$ cat config.mk
export PLATFORM = sky130hd
export DESIGN_NAME = serial_add_arb_flat
export DESIGN_NICKNAME = d
export VERILOG_FILES = /design/src/rtl/serial_add_arb_pkg.sv /design/src/rtl/serial_add_arb_if.sv /design/src/rtl/serial_add_arb_fa_cell.sv /design/src/rtl/serial_add_arb.sv /design/src/flat_wrapper.sv
export SDC_FILE = /design/constraint.sdc
export NUM_CORES = 1
export LEC_CHECK = 0
export BUFFER_PORTS_ARGS = -buffer_cell sky130_fd_sc_hd__buf_2
export CORE_MARGIN = 2
export CORE_UTILIZATION = 55
export CTS_CLUSTER_DIAMETER = 60
export DETAILED_ROUTE_END_ITERATION = 10
export PLACE_DENSITY = 0.92
export SYNTH_ARGS = -nofsm -noshare
export SYNTH_HDL_FRONTEND = slang
export SYNTH_SLANG_ARGS = --single-unit
export TNS_END_PERCENT = 10
$ cat constraint.sdc
create_clock -name clk -period 2.8 [get_ports clk]
set_clock_uncertainty 0.05 [all_clocks]
set_input_delay 0.14 -clock clk [delete_from_list [all_inputs] [get_ports clk]]
set_output_delay 0.14 -clock clk [all_outputs]
set_load 0.01 [all_outputs]
$ cat src/rtl/serial_add_arb_pkg.sv
// Shared types and constants for the serial_add_arb slice.
// Optional macro SERIAL_ADD_OVF_EN (see serial_add_arb) enables the overflow output.
package serial_add_pkg;

    typedef enum logic [1:0] {
        IDLE = 2'd0,
        RUN  = 2'd1,
        DONE = 2'd2
    } state_e;

    localparam int unsigned DEFAULT_WIDTH = 8;
    localparam int unsigned CNT_W_DEFAULT = $clog2(DEFAULT_WIDTH);

    // Bit-counter width for a given operand width; never narrower than one bit.
    function automatic int unsigned cnt_width(input int unsigned w);
        return (w > 1) ? int'($clog2(w)) : 1;
    endfunction

endpackage

$ cat src/rtl/serial_add_arb_if.sv
// Requester-side bus of serial_add_arb: requests, operands, grants and results.
// With SERIAL_ADD_OVF_EN defined the bus also carries the signed overflow flag.
interface serial_add_arb_if #(
    parameter int unsigned WIDTH = 8
);
    logic [1:0]       req;
    logic [WIDTH-1:0] a0;
    logic [WIDTH-1:0] b0;
    logic             cin0;
    logic [WIDTH-1:0] a1;
    logic [WIDTH-1:0] b1;
    logic             cin1;
    logic [1:0]       gnt;
    logic             busy;
    logic             done;
    logic             done_id;
    logic [WIDTH-1:0] sum;
    logic             cout;
`ifdef SERIAL_ADD_OVF_EN
    logic             ovf;
`endif

`ifdef SERIAL_ADD_OVF_EN
    modport master (
        output req, a0, b0, cin0, a1, b1, cin1,
        input  gnt, busy, done, done_id, sum, cout, ovf
    );
    modport slave (
        input  req, a0, b0, cin0, a1, b1, cin1,
        output gnt, busy, done, done_id, sum, cout, ovf
    );
`else
    modport master (
        output req, a0, b0, cin0, a1, b1, cin1,
        input  gnt, busy, done, done_id, sum, cout
    );
    modport slave (
        input  req, a0, b0, cin0, a1, b1, cin1,
        output gnt, busy, done, done_id, sum, cout
    );
`endif

endinterface

$ cat src/rtl/serial_add_arb_fa_cell.sv
// Single 1-bit full adder; the only arithmetic resource of serial_add_arb.
module fa_cell (
    input  logic a,
    input  logic b,
    input  logic cin,
    output logic s,
    output logic co
);

    assign s  = a ^ b ^ cin;
    assign co = (a & b) | (cin & (a ^ b));

endmodule

$ cat src/rtl/serial_add_arb.sv
// Two-requester round-robin arbiter in front of a bit-serial (LSB first) adder.
// Define SERIAL_ADD_OVF_EN to add the signed-overflow output bus.ovf.
module serial_add_arb
    import serial_add_pkg::*;
#(
    parameter int unsigned WIDTH = 8
) (
    input logic           clk,
    input logic           rst,
    serial_add_arb_if.slave bus
);

    localparam int unsigned CNT_W = cnt_width(WIDTH);

    state_e           state_q, state_d;
    logic             ptr_q, ptr_d;
    logic             id_q, id_d;
    logic [WIDTH-1:0] a_q, a_d;
    logic [WIDTH-1:0] b_q, b_d;
    logic [WIDTH-1:0] s_q, s_d;
    logic             c_q, c_d;
    logic [CNT_W-1:0] cnt_q, cnt_d;
    logic [1:0]       gnt_q, gnt_d;
    logic             busy_q, busy_d;
    logic             done_q, done_d;
    logic             done_id_q, done_id_d;
    logic [WIDTH-1:0] sum_q, sum_d;
    logic             cout_q, cout_d;
`ifdef SERIAL_ADD_OVF_EN
    logic             ovf_raw_q, ovf_raw_d;
    logic             ovf_q, ovf_d;
`endif

    logic sel;
    logic fa_s;
    logic fa_co;

    fa_cell u_fa (
        .a   (a_q[0]),
        .b   (b_q[0]),
        .cin (c_q),
        .s   (fa_s),
        .co  (fa_co)
    );

    // Pointer only breaks ties; a lone request always wins.
    assign sel = (bus.req == 2'b11) ? ptr_q : bus.req[1];

    always_comb begin
        state_d   = state_q;
        ptr_d     = ptr_q;
        id_d      = id_q;
        a_d       = a_q;
        b_d       = b_q;
        s_d       = s_q;
        c_d       = c_q;
        cnt_d     = cnt_q;
        gnt_d     = '0;
        busy_d    = busy_q;
        done_d    = 1'b0;
        done_id_d = done_id_q;
        sum_d     = sum_q;
        cout_d    = cout_q;
`ifdef SERIAL_ADD_OVF_EN
        ovf_raw_d = ovf_raw_q;
        ovf_d     = ovf_q;
`endif
        case (state_q)
            IDLE: begin
                if (bus.req != 2'b00) begin
                    id_d    = sel;
                    a_d     = sel ? bus.a1 : bus.a0;
                    b_d     = sel ? bus.b1 : bus.b0;
                    c_d     = sel ? bus.cin1 : bus.cin0;
                    s_d     = '0;
                    cnt_d   = '0;
                    gnt_d   = sel ? 2'b10 : 2'b01;
                    busy_d  = 1'b1;
                    ptr_d   = ~sel;
                    state_d = RUN;
                end
            end
            RUN: begin
                s_d   = {fa_s, s_q[WIDTH-1:1]};
                c_d   = fa_co;
                a_d   = a_q >> 1;
                b_d   = b_q >> 1;
                cnt_d = cnt_q + CNT_W'(1);
                if (cnt_q == CNT_W'(WIDTH - 1)) begin
`ifdef SERIAL_ADD_OVF_EN
                    // c_q here is the carry into the MSB.
                    ovf_raw_d = c_q ^ fa_co;
`endif
                    busy_d  = 1'b0;
                    state_d = DONE;
                end
            end
            DONE: begin
                done_d    = 1'b1;
                done_id_d = id_q;
                sum_d     = s_q;
                cout_d    = c_q;
`ifdef SERIAL_ADD_OVF_EN
                ovf_d     = ovf_raw_q;
`endif
                state_d   = IDLE;
            end
            default: state_d = IDLE;
        endcase
    end

    always_ff @(posedge clk) begin
        if (rst) begin
            state_q   <= IDLE;
            ptr_q     <= 1'b0;
            id_q      <= 1'b0;
            a_q       <= '0;
            b_q       <= '0;
            s_q       <= '0;
            c_q       <= 1'b0;
            cnt_q     <= '0;
            gnt_q     <= '0;
            busy_q    <= 1'b0;
            done_q    <= 1'b0;
            done_id_q <= 1'b0;
            sum_q     <= '0;
            cout_q    <= 1'b0;
`ifdef SERIAL_ADD_OVF_EN
            ovf_raw_q <= 1'b0;
            ovf_q     <= 1'b0;
`endif
        end else begin
            state_q   <= state_d;
            ptr_q     <= ptr_d;
            id_q      <= id_d;
            a_q       <= a_d;
            b_q       <= b_d;
            s_q       <= s_d;
            c_q       <= c_d;
            cnt_q     <= cnt_d;
            gnt_q     <= gnt_d;
            busy_q    <= busy_d;
            done_q    <= done_d;
            done_id_q <= done_id_d;
            sum_q     <= sum_d;
            cout_q    <= cout_d;
`ifdef SERIAL_ADD_OVF_EN
            ovf_raw_q <= ovf_raw_d;
            ovf_q     <= ovf_d;
`endif
        end
    end

    assign bus.gnt     = gnt_q;
    assign bus.busy    = busy_q;
    assign bus.done    = done_q;
    assign bus.done_id = done_id_q;
    assign bus.sum     = sum_q;
    assign bus.cout    = cout_q;
`ifdef SERIAL_ADD_OVF_EN
    assign bus.ovf     = ovf_q;
`endif

endmodule

$ cat src/flat_wrapper.sv
// flat-port wrapper written by rule: the top's interface ports become plain ports
module serial_add_arb_flat import serial_add_pkg::*;
#(
    parameter int unsigned WIDTH = 8
)
  (clk, rst, bus_req, bus_a0, bus_b0, bus_cin0, bus_a1, bus_b1, bus_cin1, bus_gnt, bus_busy, bus_done, bus_done_id, bus_sum, bus_cout);
  serial_add_arb_if #(.WIDTH(WIDTH)) bus_i ();
  input logic clk;
  input logic rst;
  input wire logic [$bits(bus_i.req)-1:0] bus_req;
  input wire logic [$bits(bus_i.a0)-1:0] bus_a0;
  input wire logic [$bits(bus_i.b0)-1:0] bus_b0;
  input wire logic [$bits(bus_i.cin0)-1:0] bus_cin0;
  input wire logic [$bits(bus_i.a1)-1:0] bus_a1;
  input wire logic [$bits(bus_i.b1)-1:0] bus_b1;
  input wire logic [$bits(bus_i.cin1)-1:0] bus_cin1;
  output wire logic [$bits(bus_i.gnt)-1:0] bus_gnt;
  output wire logic [$bits(bus_i.busy)-1:0] bus_busy;
  output wire logic [$bits(bus_i.done)-1:0] bus_done;
  output wire logic [$bits(bus_i.done_id)-1:0] bus_done_id;
  output wire logic [$bits(bus_i.sum)-1:0] bus_sum;
  output wire logic [$bits(bus_i.cout)-1:0] bus_cout;
  assign bus_i.req = bus_req;
  assign bus_i.a0 = bus_a0;
  assign bus_i.b0 = bus_b0;
  assign bus_i.cin0 = bus_cin0;
  assign bus_i.a1 = bus_a1;
  assign bus_i.b1 = bus_b1;
  assign bus_i.cin1 = bus_cin1;
  assign bus_gnt = bus_i.gnt;
  assign bus_busy = bus_i.busy;
  assign bus_done = bus_i.done;
  assign bus_done_id = bus_i.done_id;
  assign bus_sum = bus_i.sum;
  assign bus_cout = bus_i.cout;
  serial_add_arb #(.WIDTH(WIDTH)) u_core (.clk(clk), .rst(rst), .bus(bus_i));
endmodule
==> results.md <==
- Clock power frac: 31.0%
- 1st-pass router iterations: 4
- DP Area: 2168 sq um
- Syn_area_per_cell: 10.18 sq um
- IR drop worst, VDD: 364.3 uV
- Setup Fix Bufs, Post-CTS: 0
- Syn_nets: 234
- Final GP Congestion: 0.7848
- Leakage: 1.036 nW
- Post-synthesis cell type with the largest combined area: dfxtp_1
- Max Freq: 507.2 MHz
- # nets final: 287
- DRT iter0 DRCs: 49
- Combinational power share: 13.0%
- H-tree level count: 2
- Net Sw Power: 0.0003013 W
- Initial antenna violation count: 0
- Hold path endpoint: u_core.b_q[4]$_SDFFE_PP0P_
- Hold Startpoint: bus_b0[4]
- First-pass GRT wire length: 6430 microns
- # diodes: 0
- Row count: 21
- FF+latch count, synth: 46
- Crit. End Element: flop
- DRC: 0
- Post-CTS sizing: 0
- Average wire per standard cell: 13.37 microns
- Endpoints failing hold: 0
- Worst-Margin Slew: 0.7082 ns
- Top-count cell post-synth: dfxtp_1
- Worst Path Arrival: 2.16 ns
- EDFF count, synth: 0
- Worst reg-to-reg setup slack: 0.83 ns
- Final setup vio count: 0
- Cells after Synth: 193
- Port bufs: 51
- Synthesized area: 1966 sq um
- Dpl hpwl: 2597 microns
- RSZ-0062 raised after global routing: false
- Required time of the critical path: 2.99 ns
- I/O pins: 52
- Worst-path clk slew: 0.12 ns
- CTS max path bufs: 2
- PwrDens: 529.0 nW/um^2
- Seq/Total Area, Yosys: 46.85%
- DIE AREA: 4068 sq um
- Worst Hold Class: in2reg
- Synth Warn #: 0
- Root Buffer Master: clkbuf_4
- Post-route cell area: 2366 sq um
- Post-route ant nets: 0
- Number of global-route vias before repair: 1420
- Worst Path Max Fanout: 19
- Num CTS Buffers: 5
- Synth area leaders: dfxtp_1 (47%), mux2i_1 (8.7%), a22oi_1 (5.3%)
- Internal Pwr Total: 0.0009504 W
- Area Growth Syn to Fin: 20.37%
- Via Count: 1626
- Setup crit start kind: flop
- Total negative setup slack: 0 ns
- Period utilisation layout: 70.42%
- Max-cap violations: 0
- Switching Fraction: 24.07%
- Worst-skew pair later-pin latency: 0.36 ns
- DR vias/cell: 5.549
- Yosys cell types: 37
- Hold depth: 3
- GR Util All Layers: 20.80%
- Core ar.: 3390 sq um
- Reg power frac: 56.0%
- Synth top area share: 46.85%
- Top cells by count, synth: dfxtp_1 (46), nand2_1 (23), mux2i_1 (17), a22oi_1 (14), a21oi_1 (13)
- Chip Width: 63.78 microns
- Total wire length: 3918 microns
- Period minus WS final: 1.972 ns
- Largest net degree at the start of global routing: 35
- CTS tree: built
- Asr flop ratio synth: 0%
- Post-synth top flop: dfxtp_1
- Initial Util: 57.99%
- Max Slew Vio Count: 0
- Congestion Overflow GR: 0
- Outcome: complete, no violations
- Slew headroom: 52.79%
- Critical path class: reg2reg
- Die Ht: 63.78 microns
- Reg2reg end: u_core.b_q[2]$_SDFFE_PP0P_
- Fraction of layout cells with a size suffix above 1: 29.55%
- FF-to-FF Start: u_core.ptr_q$_SDFFE_PP0P_
- Reg2reg path depth: 5
- # clock sinks: 46
==> cell usage in the layout, fill, tap and decap left out, drive strengths merged, types with 2 or more instances in the layout <==
cell / Yosys / layout
nand2: 24 / 24
mux2i: 17 / 17
dlygate4sd3: 0 / 12
a22oi: 14 / 14
ha: 2 / 2
nor2: 7 / 7
a21oi: 14 / 14
nor2b: 3 / 3
inv: 5 / 5
or3: 2 / 2
o22ai: 14 / 14
a22o: 10 / 10
dfxtp: 46 / 46
buf: 13 / 52
nand2b: 2 / 2
a211oi: 2 / 2
clkinv: 0 / 2
clkbuf: 5 / 5
o2bb2ai: 2 / 2
==> final cells by class <==
class	instances	area, sq um
Timing Repair Buffer	64	382.9
Sequential cell	46	920.9
Clock inverter	3	40.04
Fill cell	265	1023
Clock buffer	5	37.54
Multi-Input combinational cell	124	908.4
Tap cell	46	57.56
Inverter	5	18.77
==> routing by layer <==
layer / part of all wire [%] / vias up / global-route usage, %
met1: 43 / 750 / 24.69
met3: 6.1 / 12 / 7.570
met2: 49 / 63 / 33.33
li1: - / 801 / -
met5: 0 / - / 0
met4: 1.8 / 0 / 9.783
==> how the worst max path moves through the flow <==
stage               cells past startpoint                      startpoint                         end
global placement                        4  u_core.state_q[0]$_SDFFE_PP0P_  u_core.s_q[0]$_SDFFE_PP0P_
CTS                                     5       u_core.ptr_q$_SDFFE_PP0P_  u_core.b_q[3]$_SDFFE_PP0P_
detailed placement                      4  u_core.state_q[0]$_SDFFE_PP0P_  u_core.s_q[2]$_SDFFE_PP0P_
global route                            5       u_core.ptr_q$_SDFFE_PP0P_  u_core.b_q[2]$_SDFFE_PP0P_
finish                                  5       u_core.ptr_q$_SDFFE_PP0P_  u_core.b_q[2]$_SDFFE_PP0P_
floorplan                               5       u_core.ptr_q$_SDFFE_PP0P_  u_core.b_q[2]$_SDFFE_PP0P_
==> power groups by stage <==
stage | Sequential [W] | Combinational (W) | Clock (W)
2_1_floorplan | 0.000710 | 0.000114 | 0
3_3_place_gp | 0.000713 | 0.000140 | 0
3_5_place_dp | 0.000715 | 0.000146 | 0
4_1_cts | 0.000700 | 0.000158 | 0.000397
5_1_grt | 0.000704 | 0.000178 | 0.000433
6_report | 0.000701 | 0.000162 | 0.000388
==> per-stage QoR <==
stage                     hold WS (ns)  utilization [%]  cells  worst slack, ns  total power, W
final                          0.01574            69.80    293           0.8282        0.001252
after global routing         0.0006858            69.80    293           0.7691        0.001315
after CTS                    0.0005996            68.92    290           0.8871        0.001255
after detailed placement        0.3768            63.97    273           0.9618       0.0008605
after global placement          0.3667            63.97    273            1.089       0.0008534
after floorplan                 0.2787                -    193            1.333       0.0008241
==> repair_timing <==
| action | CTS | global route |
|---|---|---|
| setup endpoints to repair | 0 | 0 |
| hold buffers | 9 | 3 |
| hold endpoints to repair | 6 | 2 |
==> cells by family after synthesis <==
| group | synth area share [%] |
|---|---|
| AO/OA/AOI/OAI | 24.13 |
| adder cells (fa/ha/maj) | 2.291 |
| buffers and inverters | 6.938 |
| flip-flops | 46.85 |
| multiplexers | 8.657 |
| AND/OR/NAND/NOR | 11.14 |
==> sequential cells by signal, summed over array words and instances, names as in the netlist <==
register / cells
u_core.s_q: 8
u_core.bus.cout: 1
u_core.a_q: 8
u_core.id_q: 1
u_core.ptr_q: 1
u_core.state_q: 2
u_core.b_q: 8
u_core.cnt_q: 3
u_core.bus.busy: 1
u_core.bus.sum: 8
u_core.c_q: 1
u_core.bus.done_id: 1
u_core.bus.gnt: 2
u_core.bus.done: 1
==> worst max-delay path: stages (launching register included) <==
cell and delay, ns:
dfxtp_1 0.33, nand2b_1 0.25, nand2_4 0.31, mux2i_1 0.23
dlygate4sd3_1 0.59, o22ai_2 0.07
Power figures use the tool's default switching activity.
